**config.mk**
```make
export PLATFORM = sky130hd
export DESIGN_NAME = fetch_unit
export DESIGN_NICKNAME = d
export VERILOG_FILES = /design/src/rtl/fetch_unit.sv
export SDC_FILE = /design/constraint.sdc
export NUM_CORES = 1
export LEC_CHECK = 0
export BUFFER_PORTS_ARGS = -buffer_cell sky130_fd_sc_hd__buf_2
export CORE_UTILIZATION = 28
export DETAILED_ROUTE_END_ITERATION = 10
export HOLD_SLACK_MARGIN = 0.06
export SLEW_MARGIN = 20
export SYNTH_ARGS = -nofsm -noshare
export SYNTH_HDL_FRONTEND = slang
export SYNTH_SLANG_ARGS = --single-unit
```
**constraint.sdc**
```tcl
create_clock -name clock -period 1.8 [get_ports clock]
set_input_delay 0.18 -clock clock [delete_from_list [all_inputs] [get_ports clock]]
set_output_delay 0.18 -clock clock [all_outputs]
set_load 0.01 [all_outputs]
```
**src/rtl/fetch_unit.sv**
```systemverilog
// Instruction fetch sequencer: reads one- or two-byte instructions through the
// program counter, then holds each one on a valid/ready issue handshake.
module fetch_unit #(
  parameter int WORD_WIDTH = 8
) (
  input  logic                  clock,
  input  logic                  reset,
  input  logic [WORD_WIDTH-1:0] pc,
  output logic                  mem_read,
  output logic [WORD_WIDTH-1:0] mem_address,
  input  logic [WORD_WIDTH-1:0] mem_data,
  input  logic                  mem_ready,
  output logic                  pc_enable,
  output logic                  jump,
  output logic                  jz,
  output logic [WORD_WIDTH-1:0] jump_address,
  output logic                  instr_valid,
  input  logic                  instr_ready,
  output logic [3:0]            opcode,
  output logic [3:0]            reg_sel,
  output logic [WORD_WIDTH-1:0] operand,
  output logic                  halted
);

  localparam logic [3:0] OP_JMP  = 4'h8;
  localparam logic [3:0] OP_JZ   = 4'h9;
  localparam logic [3:0] OP_LDI  = 4'hA;
  localparam logic [3:0] OP_HALT = 4'hF;

  typedef enum logic [1:0] {
    FETCH_OP,
    FETCH_ARG,
    ISSUE,
    HALT
  } state_t;

  state_t state, state_next;

  function automatic logic is_two_byte(input logic [3:0] op);
    return (op == OP_JMP) || (op == OP_JZ) || (op == OP_LDI);
  endfunction

  assign mem_address = pc;

  // Operand is cleared when a new opcode lands so one-byte instructions issue with 0;
  // jump_address only follows real second bytes, so it keeps the last operand.
  always_ff @(posedge clock) begin
    if (reset) begin
      state        <= FETCH_OP;
      opcode       <= '0;
      reg_sel      <= '0;
      operand      <= '0;
      jump_address <= '0;
    end else begin
      state <= state_next;
      if (state == FETCH_OP && mem_ready) begin
        opcode  <= mem_data[7:4];
        reg_sel <= mem_data[3:0];
        operand <= '0;
      end
      if (state == FETCH_ARG && mem_ready) begin
        operand      <= mem_data;
        jump_address <= mem_data;
      end
    end
  end

  always_comb begin
    state_next  = state;
    mem_read    = 1'b0;
    pc_enable   = 1'b0;
    jump        = 1'b0;
    jz          = 1'b0;
    instr_valid = 1'b0;
    halted      = 1'b0;
    case (state)
      FETCH_OP: begin
        mem_read = 1'b1;
        if (mem_ready) begin
          pc_enable  = 1'b1;
          state_next = is_two_byte(mem_data[7:4]) ? FETCH_ARG : ISSUE;
        end
      end
      FETCH_ARG: begin
        mem_read = 1'b1;
        if (mem_ready) begin
          pc_enable  = 1'b1;
          state_next = ISSUE;
        end
      end
      ISSUE: begin
        instr_valid = 1'b1;
        if (instr_ready) begin
          state_next = (opcode == OP_HALT) ? HALT : FETCH_OP;
          if (opcode == OP_JMP) begin
            pc_enable = 1'b1;
            jump      = 1'b1;
          end
          if (opcode == OP_JZ) begin
            pc_enable = 1'b1;
            jz        = 1'b1;
          end
        end
      end
      HALT: begin
        halted = 1'b1;
      end
      default: begin
        state_next = FETCH_OP;
      end
    endcase
    // A fetch or transfer caught by reset must not move the program counter.
    if (reset) begin
      pc_enable   = 1'b0;
      jump        = 1'b0;
      jz          = 1'b0;
      instr_valid = 1'b0;
    end
  end

endmodule

```
==> impl_metrics.yaml <==
routing:
  drtIter0Drc: 34
  first_pass_iters: 4
  wl_per_cell_microns: 12.2
  drt_wl_total_microns: 2680
  vias_per_cell: 4.72
  num_vias: 1034
  antenna_left: 0
  drcViolationCount: 0
global_routing:
  grt_max_degree: 31
  track_usage_pct: 13.2
  grt_pass1_vias: 892
  antenna_found_initial: 0
  overflow: 0
  grt_pass1_wl_microns: 4280
min_path:
  hold_class: "in2reg"
  whs_path_depth: 3
synth:
  synth_top_family_by_area: "simple AND/OR/NAND/NOR gates"
  synth_warnings: 0
  ys.flop_type: "dfxtp_1"
  synth-adder-area-share_pct: 4.54
  ys_types: 24
  yosysSeqAreaShare_pct: 47.2
  netlist_instances: 136
  netlist_area_sq_um: 1100
  synth-simple-area-share_pct: 22.7
  synth_most_common_cell: "nand2_1"
  ys_top_cells_by_count: "nand2_1 (35), dfxtp_1 (26), a21oi_1 (24), nand3_1 (10), buf_4 (8)"
  synth.mux.area_fraction_pct: 0
  ys_ff_latch: 26
  yosys.area.top_type_share_pct: 47.2
  synthTopCellsByArea: "dfxtp_1 (47%), nand2_1 (12%), a21oi_1 (11%), buf_4 (5.4%), ha_1 (4.5%)"
  synthXorXnorAreaFrac_pct: 0
  synthesis.nets: 160
  synth_area_leader_cell: "dfxtp_1"
  synth_edf_count: 0
  synth.avg_cell_area_sq_um: 8.11
  synthArstFlopShare_pct: 0
  synth_compound_area_share_pct: 16.7
sta:
  fmax_mhz: 585
  min_period_ps: 1710
  finalSetupViolCount: 0
  hold_slack_ps: 188
  worst_slew_pin_slew_ps: 524
  final_hold_viol_count: 0
  slew_violations: 0
  relSlewSlack_pct: 65.1
  fin_skew_ps: 1.52
  final.period_utilization_pct: 95.0
clock_tree:
  clockRootBuffer: "clkbuf_8"
  clk_path_buf_depth: 2
  clock_latency_ps: 270
  htree_levels: 1
  cts_buffers: 3
  clkTransAtPathRegs_ps: 90
  holdBufCountCts: 0
  numClockSinks: 26
  cts_tree: "built"
die:
  rows: 22
  fp.coreArea_sq_um: 3720
  io_pins: 58
  fp.dieW_microns: 64.7
  initial_core_util_pct: 29.7
  dieHeight_microns: 64.7
  dieArea_sq_um: 4190
job:
  drv_cap: 0
pwr:
  p_leak_nw: 0.629
  fin_total_pwr_mw: 1.90
  irDropWorstVdd_v: 0.000423
  power_density_nw_per_um2: 1350
finish:
  num-nets-final: 196
  design_area_sq_um: 1410
  drive_above_1_share_pct: 34.5
  n_fill_cell: 410
  diodes: 0
  syn2layout_area_growth_pct: 27.7
worst_setup_path:
  worstSetupEndpointType: "output pin"
  crit_buf_inv: 3
  critPathLaunchType: "flop"
  path_max_fanout: 11
  worstPathArrival_ps: 1530
  crit_path_max_incr_delay_ps: 340
  cp.depth: 6
  cp.required_ps: 1620
  reg2reg_depth: 6
  cp_slowest_cell: "dfxtp_1"
  crit_family: "buffers and inverters"
  crit_type: "reg2out"
  crit_path_cell_trace: "inv_1 -> ha_1 -> buf_4 -> o21ai_4 -> a211oi_1 -> buf_2"
placed_design:
  io_buffers: 41
  dp_hpwl_microns: 2010
  gp_congestion: 0.864
  dpl_cell_area_sq_um: 1300
status:
  status: "finished clean"
==> per-layer routing <==
metal	up-vias	part of all wire, %	track usage [%]	wire length (microns)
li1	515	-	-	-
met3	2	4.5	3.52	121
met2	30	49	21.1	1320
met4	0	1.0	5.28	27
met5	-	0	0	0
met1	487	45	16.8	1210
==> cell usage in the layout, fill, tap and decap left out, types with 2 or more instances in the layout <==
| master | netlist | final |
|---|---|---|
| nor2b_1 | 2 | 2 |
| buf_2 | 0 | 41 |
| inv_1 | 4 | 4 |
| nand3_1 | 10 | 9 |
| ha_2 | 0 | 2 |
| buf_4 | 8 | 4 |
| dfxtp_1 | 26 | 25 |
| ha_1 | 4 | 2 |
| a211oi_1 | 2 | 2 |
| nor3_1 | 2 | 2 |
| a21oi_1 | 24 | 24 |
| nand2_1 | 35 | 35 |
| clkbuf_8 | 0 | 3 |
==> final cells by class <==
class                           instances  area [sq um]  area share, %
Multi-Input combinational cell         92           504           35.8
Timing Repair Buffer                   45           235           16.7
Clock buffer                            3          41.3           2.93
Tap cell                               48          60.1           4.27
Clock inverter                          1          30.0           2.13
Sequential cell                        26           522           37.1
Inverter                                4          15.0           1.07
==> stage by stage <==
step           TNS (ps)  util [%]  setup WS, ps  instances
6_report              0      37.9          89.4        219
5_1_grt           -5.01      37.9         -5.01        219
4_1_cts               0      37.1          22.6        217
3_5_place_dp          0      35.0           109        213
3_3_place_gp          0      35.0           151        213
2_1_floorplan         0         -           244        136
==> where the power goes <==
group / switching (mW) / internal, mW / total [mW] / leakage, nW
logic: 0.400 / 0.297 / 0.697 / 0.382
clock network: 0.180 / 0.297 / 0.477 / 0.0357
registers: 0.0587 / 0.663 / 0.721 / 0.212
==> sequential cells by signal (all words and copies together), names as in the netlist <==
name          cells
opcode            4
jump_address      8
reg_sel           4
operand           8
state             2
==> path summary, 6_finish.rpt <==
kind                        start               to  slack, ps
setup reg to reg         state[1]         state[1]        130
hold reg to reg   jump_address[5]  jump_address[5]        450
hold / removal        mem_data[0]       reg_sel[0]        190
setup / recovery         state[1]        pc_enable         90
==> what timing repair did <==
| action | 4_1_cts | 5_1_grt |
|---|---|---|
| pin swaps | 0 | 2 |
| endpoints found under the hold margin | 0 | 0 |
| setup buffers | 0 | 2 |
| endpoints found under the setup margin | 1 | 5 |
| gates resized for setup | 1 | 5 |
==> cells by family after synthesis <==
logic type	after synthesis
AND/OR/NAND/NOR	56
AO/OA/AOI/OAI	32
flip-flops	26
buffers and inverters	18
adder cells (fa/ha/maj)	4
==> worst register-to-register path, stage by stage (launching register included) <==
cell and delay (ps):
dfxtp_1 370, inv_1 90, ha_2 220, or3b_1 400, a21oi_2 210, nor3_1 70
a41o_1 210
Power figures use the tool's default switching activity.
